**src/rtl/dropout_lfsr_array.sv**
```systemverilog
// Multi-lane Bernoulli dropout stage with a shared Galois LFSR, valid/ready output register and dropped-lane counter.
// Optional inverted-dropout scaling of kept lanes is built when DROPOUT_SCALE_EN is defined.
module dropout_lfsr_array #(
  parameter int unsigned       WIDTH    = 8,
  parameter int unsigned       CHANNELS = 8,
  parameter int unsigned       LFSR_W   = 16,
  parameter logic [LFSR_W-1:0] TAPS     = LFSR_W'(16'hB400),
  parameter logic [LFSR_W-1:0] SEED     = LFSR_W'(16'hACE1),
  parameter int unsigned       PROB_W   = 8
) (
  input  logic                      clk,
  input  logic                      rst_n,
  input  logic                      ena,
  input  logic                      in_valid,
  output logic                      in_ready,
  input  logic [CHANNELS*WIDTH-1:0] in_data,
  input  logic                      train_mode,
  input  logic [PROB_W-1:0]         drop_thresh,
  input  logic [1:0]                scale_shift,
  input  logic                      seed_load,
  input  logic [LFSR_W-1:0]         seed_value,
  output logic                      out_valid,
  input  logic                      out_ready,
  output logic [CHANNELS*WIDTH-1:0] out_data,
  output logic [CHANNELS-1:0]       out_mask,
  output logic [15:0]               drop_count
);

  localparam int unsigned DATA_W = CHANNELS * WIDTH;
  localparam int unsigned CNT_W  = 16;
  localparam int unsigned SUM_W  = CNT_W + 1;
  localparam int unsigned POP_W  = $clog2(CHANNELS + 1);

  logic [LFSR_W-1:0] lfsr;
  logic [LFSR_W-1:0] lfsr_step;
  logic [LFSR_W-1:0] lfsr_seed;
  logic [CHANNELS-1:0] keep;
  logic [DATA_W-1:0]   next_data;
  logic [POP_W-1:0]    drops;
  logic [SUM_W-1:0]    cnt_sum;
  logic [CNT_W-1:0]    cnt_next;
  logic                accept;

  assign in_ready  = ena & (~out_valid | out_ready);
  assign accept    = in_valid & in_ready;
  assign lfsr_step = (lfsr >> 1) ^ (lfsr[0] ? TAPS : '0);
  assign lfsr_seed = (seed_value == '0) ? SEED : seed_value;

  // Per-lane random value is a fixed rotation of the shared state, so lanes see decorrelated bits.
  for (genvar c = 0; c < CHANNELS; c++) begin : g_lane
    localparam int unsigned SH = (2 * c) % LFSR_W;
    logic [PROB_W-1:0] r;
    logic [WIDTH-1:0]  lane_in;
    logic [WIDTH-1:0]  kept;

    for (genvar i = 0; i < PROB_W; i++) begin : g_r
      assign r[i] = lfsr[(i + LFSR_W - SH) % LFSR_W];
    end

    assign lane_in = in_data[c*WIDTH +: WIDTH];
    assign keep[c] = ~train_mode | (r >= drop_thresh);

`ifdef DROPOUT_SCALE_EN
    logic [WIDTH+2:0] shifted;
    assign shifted = {3'b000, lane_in} << scale_shift;
    assign kept = !train_mode ? lane_in :
                  (|shifted[WIDTH+2:WIDTH]) ? {WIDTH{1'b1}} : shifted[WIDTH-1:0];
`else
    assign kept = lane_in;
`endif

    assign next_data[c*WIDTH +: WIDTH] = keep[c] ? kept : '0;
  end

`ifndef DROPOUT_SCALE_EN
  logic unused_scale;
  assign unused_scale = ^scale_shift;
`endif

  // Saturating add of this beat's dropped-lane count.
  always_comb begin
    drops = '0;
    for (int i = 0; i < CHANNELS; i++) begin
      drops = drops + POP_W'(!keep[i]);
    end
    cnt_sum  = {1'b0, drop_count} + SUM_W'(drops);
    cnt_next = cnt_sum[CNT_W] ? {CNT_W{1'b1}} : cnt_sum[CNT_W-1:0];
  end

  always_ff @(posedge clk) begin
    if (!rst_n) begin
      lfsr       <= SEED;
      out_valid  <= 1'b0;
      out_data   <= '0;
      out_mask   <= '0;
      drop_count <= '0;
    end else if (ena) begin
      // A same-cycle seed load overrides the step; the accepted beat already used the old state.
      if (seed_load) begin
        lfsr <= lfsr_seed;
      end else if (accept && train_mode) begin
        lfsr <= lfsr_step;
      end

      if (accept) begin
        out_valid  <= 1'b1;
        out_data   <= next_data;
        out_mask   <= keep;
        drop_count <= cnt_next;
      end else if (out_valid && out_ready) begin
        out_valid <= 1'b0;
      end
    end
  end

endmodule

```
**config.mk**
```make
export PLATFORM = sky130hd
export DESIGN_NAME = dropout_lfsr_array
export DESIGN_NICKNAME = d
export VERILOG_FILES = /design/src/rtl/dropout_lfsr_array.sv
export SDC_FILE = /design/constraint.sdc
export NUM_CORES = 1
export LEC_CHECK = 0
export ABC_AREA = 0
export CORE_UTILIZATION = 46
export DETAILED_ROUTE_END_ITERATION = 10
export GPL_ROUTABILITY_DRIVEN = 0
export HOLD_SLACK_MARGIN = 0.1
export PLACE_DENSITY_LB_ADDON = 0.05
export REMOVE_ABC_BUFFERS = 1
export SLEW_MARGIN = 20
export SYNTH_ARGS = -nofsm -noshare
export SYNTH_HDL_FRONTEND = slang
export SYNTH_SLANG_ARGS = --single-unit
```
**constraint.sdc**
```tcl
create_clock -name clk -period 6.1 [get_ports clk]
set_input_delay 1.22 -clock clk [delete_from_list [all_inputs] [get_ports clk]]
set_output_delay 1.22 -clock clk [all_outputs]
set_load 0.02 [all_outputs]
```
After elaboration in Yosys (flattened, before gate mapping). Index checks and enable logic that the tools add are counted.

Bits in registers: 105. Output and inout bits: 90. Word-level logic and storage cells: 66. Bits of input ports: 97.

$add $sub $neg: 8. Reduce and logical (&&, ||, !) cells: 16. Bitwise gates (word level): 14. Order comparisons: 8. Muxes and demuxes: 15.

Operators by type and width (number): $mux W16 (5); $ge A8 B8 Y1 (8); $mux W8 (8); $add A16 B4 Y17 (1); $add A4 B1 Y4 (4); $logic_not A16 Y1 (1); $xor A15 B16 Y16 (1); $or A1 B1 Y1 (9); $logic_not A1 Y1 (8); $reduce_and A2 Y1 (3); $add A3 B1 Y4 (1); $reduce_bool A2 Y1 (2); $add A2 B1 Y3 (1); $add A1 B1 Y2 (1); $and A1 B1 Y1 (2); $logic_and A1 B1 Y1 (2); $mux W1 (2); $not A1 Y1 (2).

Longest topological paths before layout. Gate-level depths: netlist of run 1.

Word-level depth: 12. Depth in mapped cells: 21. Mapped depth without buffers: 20.

Least setup slack after synthesis of run 1. No wires, ideal clock.

Path kind: input -> register. From: input drop_thresh[2]. To: register drop_count[12]. Path buffers: 1. Stages on the path: 20. Data required time: 5.978 ns. Setup time: 0.122 ns. Arrival time: 5.495 ns. Setup slack: 0.483 ns. Path through: inv_1 > ha_1 > o21a_1 > o21ai_0 > o21bai_1 > a31o_1 > buf_2 > inv_1 > fa_1 > inv_1 > fa_1 > inv_1 > fa_1 > fa_1 > inv_1 > fa_1 > nand2b_1 > a21oi_1 > nand3_1 > o311a_1.

Word-level cells in the longest chain between the ends: 12. Elaborated cells on any way between the ends: 33. Classes of those cells: 8 x add/sub; 8 x order compare; 1 x mux; 8 x bitwise; 8 x reduce/logical.

Ends and longest elaborated chain: start: declaration (RTL line 18) `input logic [PROB_W-1:0] drop_thresh,`; $ge A8 B8 Y1 (RTL line 61) `assign keep[c] = ~train_mode | (r >= drop_thresh);`; $or A1 B1 Y1 (RTL line 61); $logic_not A1 Y1 (RTL line 84) `drops = drops + POP_W'(!keep[i]);`; $add A1 B1 Y2 (RTL line 84); $add A2 B1 Y3 (RTL line 84); $add A3 B1 Y4 (RTL line 84); $add A4 B1 Y4 (3 in series) (RTL line 84); $add A4 B1 Y4 * (RTL line 84); $add A16 B4 Y17 * (RTL line 86) `cnt_sum = {1'b0, drop_count} + SUM_W'(drops);`; $mux W16 * (RTL line 87) `cnt_next = cnt_sum[CNT_W] ? {CNT_W{1'b1}} : cnt_sum[CNT_W-1:0];`; end signal: assignment (RTL line 109) `drop_count <= cnt_next;`; end: declaration (RTL line 26) `output logic [15:0] drop_count`.

Every way passes the cells marked *; elsewhere a longest branch is shown, timed or not. A chain may end at the register's enable or synchronous reset.

Final worst setup path of run 1.
From: input drop_thresh[3]. To: register drop_count[8].

The elaborated chain is that of the path after synthesis.

==> results.toml, run 1 <==
[run_status]
status = "finished, violations left"
violations = "design-rule violations"

[critical_path]
slowest_delay_ns = 0.56
path_buf_inv = 7
end_kind = "flop"
path_cells = "clkdlybuf4s50_1 > inv_1 > ha_1 > o21a_1 > o21ai_0 > o21bai_1 > a31o_1 > inv_1 > fa_1 > inv_1 > fa_1 > inv_1 > fa_1 > fa_1 > inv_1 > fa_1 > nand2b_1 > a21oi_1 > buf_4 > and2_2 > and4_1 > nor3_1"
path_class = "input port to flop"
cpMaxStageDelayCell = "fa_1"
required_ns = 6.31
cp_top_family = "adder cells"
worstSetupStartpointType = "input port"
worst-endpoint-arrival_ns = 6.06
crit_fanout = 6

[route]
via_per_inst = 5.879
vias = 5062
ant_nets = 0
first_pass_iters = 8
drt_iter0_markers = 320
drcViolationCount = 10
wirelength_mm = 15.95
wl_per_cell_um = 18.52

[synthesis]
syn_area_um2 = 5584
yosysTopAreaCellShare_pct = 37.64
avgSynthCellArea_um2 = 10.48
yosysMostFrequentCell = "dfxtp_1"
synth_async_sr_flop_share_pct = 0
synth_seq_cells = 105
synth_flop_cell = "dfxtp_1"
ys_types = 47
yosys.area.top_type = "dfxtp_1"
synth_edf_count = 0
synth.area.top_cells = "dfxtp_1 38%, ha_1 16%, a32o_1 11%"
yosys_warnings = 0
netlist_top_cells_count = "105 x dfxtp_1, 70 x ha_1, 64 x a32o_1"
seq_area_frac_synth_pct = 37.64
synthCells = 533

[timing]
fmax_ghz = 0.1710
slew_headroom_pct = 37.78
finalMaxSlewViolations = 0
worstMarginPinSlew_ns = 0.9333
fin_crit_sh_pct = 95.89
whs_ns = 0.4668
period_needed_ns = 5.849
finalHoldViolations = 0
setup_viol = 0
rsz0062_at_grt = "false"
fin_skew_ns = 0.006360

[floorplanning]
start_util_pct = 48.08
die_y_um = 112.2
io_pins = 187
dieArea_um2 = 12580
die_w_um = 112.2
coreArea_um2 = 11610
rows = 39

[clock_network]
cts_buffers = 9
ctsRootBufferMaster = "clkbuf_16"
hold_buffers = 0
cts_sinks = 105
cts_tree = "built"
clk_latency_ns = 0.35
ctsResizeCount = 0
clk_pin_slew_ns = 0.07
clockBufferDepth = 2
cts_setup_buffers = 0
h-tree-depth = 3

[finish]
fillerInstances = 937
antenna_cells = 0
fin_area_um2 = 7848
area_growth_pct = 40.53
num-nets-final = 887
drive_gt1_share_pct = 8.496

[power]
vdd_drop_max_mv = 0.2029
p_leak_nw = 3.117
powerDensity_nw_per_um2 = 225.4

[global_routing]
grt_pass1_vias = 5140
grt_usage_pct = 25.97
antenna_found_initial = 0
grt_max_degree = 65
gr-total-overflow = 0
grt_pass1_wl_mm = 25.96

[placement]
port_buffers = 184
hpwlAfterDp_mm = 11.95
placed_area_um2 = 7572

[job]
cap_violations = 0

[min_path]
hold_path_class = "flop to flop"
## worst paths after layout
kind,from,to,slack (ns),depth (start not counted)
hold / removal,out_data[52],out_data[52],0.47,1
hold reg to reg,out_data[52],out_data[52],0.47,1
setup / recovery,drop_thresh[3],drop_count[8],0.25,22
setup reg to reg,lfsr[4],drop_count[6],1.05,21
## cell families (layout without fill, tap and decap cells)
kind of cell | count (synthesis) | after routing | share of synthesized area, %
AO/OA/AOI/OAI | 181 | 181 | 26.96
XOR/XNOR | 12 | 12 | 1.882
adder cells (fa/ha/maj) | 75 | 75 | 17.48
buffers and inverters | 64 | 249 | 5.714
flip-flops | 105 | 105 | 37.64
multiplexers | 7 | 7 | 1.255
AND/OR/NAND/NOR | 89 | 89 | 9.075
## final cells by class
class	instances	area, um2	share of cell area (%)
clock buffer	10	239.0	3.045
sequential	105	2102	26.79
inverter	29	108.9	1.387
clock inverter	4	30.03	0.3827
tap	143	178.9	2.280
timing repair buffer	206	2007	25.57
multi-input combinational	364	3182	40.55
## cells in the final DEF, fill, tap and decap left out, types with 9 or more instances in the layout
master,netlist,routed
dfxtp_1,105,105
o21ai_0,28,28
nand2_1,21,21
o21bai_1,9,9
inv_1,28,28
clkdlybuf4s50_1,0,184
a32o_1,64,64
nor2_1,12,11
ha_1,70,70
clkbuf_16,0,9
buf_4,1,22
nand3_1,12,11
a21oi_1,18,18
xor2_1,10,10
nand2b_1,12,12
## per-stage QoR
stage	setup WS [ns]	total power [mW]	utilization (%)	cells	TNS (ns)
final	0.2510	1.768	67.57	861	0
after global routing	0.02088	1.856	67.57	861	0
after CTS	0.1740	1.779	67.52	861	0
after detailed placement	-0.1793	1.239	65.20	847	-1.078
after global placement	-0.06168	1.218	65.20	847	-0.1033
after floorplan	0.4407	1.019	-	498	0
## layer usage
metal  vias up  GRT usage (%)  wire, um
met5         -              0         0
met4         0          8.444       372
met3        25          6.371       918
met2       152          46.13      7866
met1      2449          30.72      6790
li1       2436              -         -
## report_power, final
| part | total, mW | switching, mW | internal, mW |
|---|---|---|---|
| Combinational | 0.470 | 0.231 | 0.239 |
| Clock | 0.543 | 0.258 | 0.285 |
| Sequential | 0.755 | 0.0344 | 0.721 |
## sequential cells by signal, indices dropped and copies added (netlist names)
name	flops
out_data	64
drop_count	16
lfsr	16
out_mask	8
out_valid	1
## worst register-to-register path: cells and delay by family (launching register included)
kind	cells	cell delay, ns
AO/OA/AOI/OAI	5	1.07
adder cells (fa/ha/maj)	6	2.11
buffers and inverters	6	0.60
flip-flops	1	0.51
AND/OR/NAND/NOR	4	0.64
Note: power is estimated with default switching activity, not from simulation.
==> inputs of run 2 (changes only) <==
--- a/config.mk
+++ b/config.mk
@@ -10,7 +10,7 @@
 export DETAILED_ROUTE_END_ITERATION = 10
 export GPL_ROUTABILITY_DRIVEN = 0
 export HOLD_SLACK_MARGIN = 0.1
-export PLACE_DENSITY_LB_ADDON = 0.05
+export PLACE_DENSITY = 0.8
 export REMOVE_ABC_BUFFERS = 1
 export SLEW_MARGIN = 20
 export SYNTH_ARGS = -nofsm -noshare
==> constraint.sdc (replaced) <==
create_clock -name clk -period 6.1 [get_ports clk]
set_input_delay 0.61 -clock clk [delete_from_list [all_inputs] [get_ports clk]]
set_output_delay 0.61 -clock clk [all_outputs]
set_load 0.02 [all_outputs]
==> run 2 against run 1 <==
Effect of this change: the flow still finishes with violations (design-rule violations); first-iteration DRC count down 13%; sequential share of layout area grew 0.20 points; cell count fell by 1.2%; largest cell class unchanged; hold slack lost 0.0019 ns; global-route usage rose by 1.2 points; clock power is 10% higher; register-to-register slack got worse by 0.11 ns; cell area fell by 0.73%; flip-flop and latch count did not move; critical endpoint is now drop_count[12].
==> results.toml, run 2 (same netlist as run 1, synthesis figures left out) <==
[finish]
fillerInstances = 941
layout_commonest_cell = "clkdlybuf4s50_1"
num-nets-final = 876
largest_reg_flops = 64
largest_register = "out_data"
drive_gt1_share_pct = 6.921
top_regs = "out_data (64), drop_count (16), lfsr (16)"
antenna_cells = 0
layout_common_cells = "184 x clkdlybuf4s50_1, 105 x dfxtp_1, 70 x ha_1"
fin_cells = 851
area_growth_pct = 39.50

[clock_network]
clockBufferDepth = 2
cts_sinks = 105
hold_buffers = 0
clk_pin_slew_ns = 0.07
clk_latency_ns = 0.36
cts_buffers = 9
cts_tree = "built"
cts_setup_buffers = 0
ctsResizeCount = 0
h-tree-depth = 3
ctsRootBufferMaster = "clkbuf_16"

[min_path]
hold_path_class = "flop to flop"
hp-start = "out_data[41]"

[floorplanning]
rows = 39
dieArea_um2 = 12580
coreArea_um2 = 11610
io_pins = 187
die_y_um = 112.2
start_util_pct = 48.08
die_w_um = 112.2

[critical_path]
required_ns = 6.35
path_cells = "clkdlybuf4s50_1 > ha_1 > nand2b_1 > a2111oi_2 > o21bai_1 > a41o_1 > inv_1 > fa_1 > inv_1 > fa_1 > inv_1 > fa_1 > fa_1 > inv_1 > fa_1 > nand2b_1 > a21oi_1 > nand3_1 > o311a_1"
path_class = "input port to flop"
path_buf_inv = 5
path_common_cell = "fa_1"
cp_top_family = "adder cells"
worst-endpoint-arrival_ns = 5.75
crit_fanout = 6
worstSetupStartpointType = "input port"
slowest_delay_ns = 0.65
end_kind = "flop"
worstSetupStartpoint = "drop_thresh[0]"
r2r-start = "lfsr[4]"
cpMaxStageDelayCell = "clkdlybuf4s50_1"

[route]
drcViolationCount = 2
via_per_inst = 6.061
wirelength_mm = 16.84
wl_per_cell_um = 19.79
drt_iter0_markers = 277
vias = 5158
ant_nets = 0
first_pass_iters = 7

[global_routing]
grt_pass1_vias = 5269
grt_pass1_wl_mm = 26.90
grt_usage_pct = 27.13
antenna_found_initial = 0
grt_max_degree = 65
gr-total-overflow = 0

[placement]
hpwlAfterDp_mm = 12.66
port_buffers = 184
dp_cells = 836

[power]
p_leak_nw = 3.078
vdd_drop_max_mv = 0.1968
powerDensity_nw_per_um2 = 233.2

[timing]
finalMaxSlewViolations = 0
worstMarginPinSlew_ns = 0.9383
slew_headroom_pct = 37.45
finalHoldViolations = 0
tns_ns = 0
fin_skew_ns = 0.01202
fmax_ghz = 0.1817
rsz0062_at_grt = "false"
setup_viol = 0
period_needed_ns = 5.504
fin_crit_sh_pct = 90.22

[job]
cap_violations = 0

[run_status]
violations = "design-rule violations"
status = "finished, violations left"
run 2: worst reg2reg max path, cell delays in order, from the launching register on:
cell and delay (ns):
dfxtp_1 0.47, inv_1 0.09, ha_1 0.28, nand2b_1 0.16
a2111oi_2 0.41, o21bai_1 0.12, a41o_1 0.26, inv_1 0.07
fa_1 0.15, inv_1 0.05, fa_1 0.54, inv_1 0.06
fa_1 0.56, fa_1 0.22, inv_1 0.07, fa_1 0.40
nand2b_1 0.16, a21oi_1 0.35, nand3_1 0.23, o311a_1 0.40
run 2: path summary, 6_finish.rpt:
kind	to	slack (ns)	depth (start not counted)
setup / recovery	drop_count[12]	0.60	19
hold / removal	out_data[41]	0.46	1
setup reg to reg	drop_count[12]	0.94	19
hold reg to reg	out_data[41]	0.46	1
run 2: final cells by class:
| type | count | area [um2] | area share [%] |
|---|---|---|---|
| clock inverters | 6 | 75.07 | 0.9637 |
| flip-flops and latches | 105 | 2102 | 26.98 |
| clock buffers | 9 | 225.2 | 2.891 |
| repair buffers | 195 | 1924 | 24.70 |
| multi-input cells | 364 | 3176 | 40.76 |
| inverters | 29 | 108.9 | 1.397 |
| well taps | 143 | 178.9 | 2.297 |
run 2: power by group:
| group | leakage, nW | internal [mW] | switching, mW |
|---|---|---|---|
| registers | 0.857 | 0.721 | 0.0340 |
| clock network | 0.144 | 0.322 | 0.277 |
| logic | 2.08 | 0.229 | 0.234 |
| total | 3.08 | 1.27 | 0.545 |
run 2: metal layers:
metal | track usage [%] | vias to the layer above | share of wire [%]
met5 | 0 | - | 0
met4 | 11.47 | 0 | 3.2
met3 | 5.724 | 37 | 5.2
met2 | 47.29 | 175 | 51
met1 | 32.38 | 2528 | 41
li1 | - | 2418 | -
run 2: metrics by stage:
stage                     instance area [um2]  hold slack, ns  power [mW]  setup WS (ns)  utilization, %
final                                    7790          0.4649       1.816         0.5963           67.08
after global routing                     7790          0.4821       1.903         0.3153           67.08
after CTS                                7790          0.4707       1.824         0.6286           67.08
after detailed placement                 7490          0.4531       1.229         0.2728           64.49
after global placement                   7490          0.4462       1.208         0.3498           64.49
after floorplan                          5374          0.4922       1.019          1.051               -
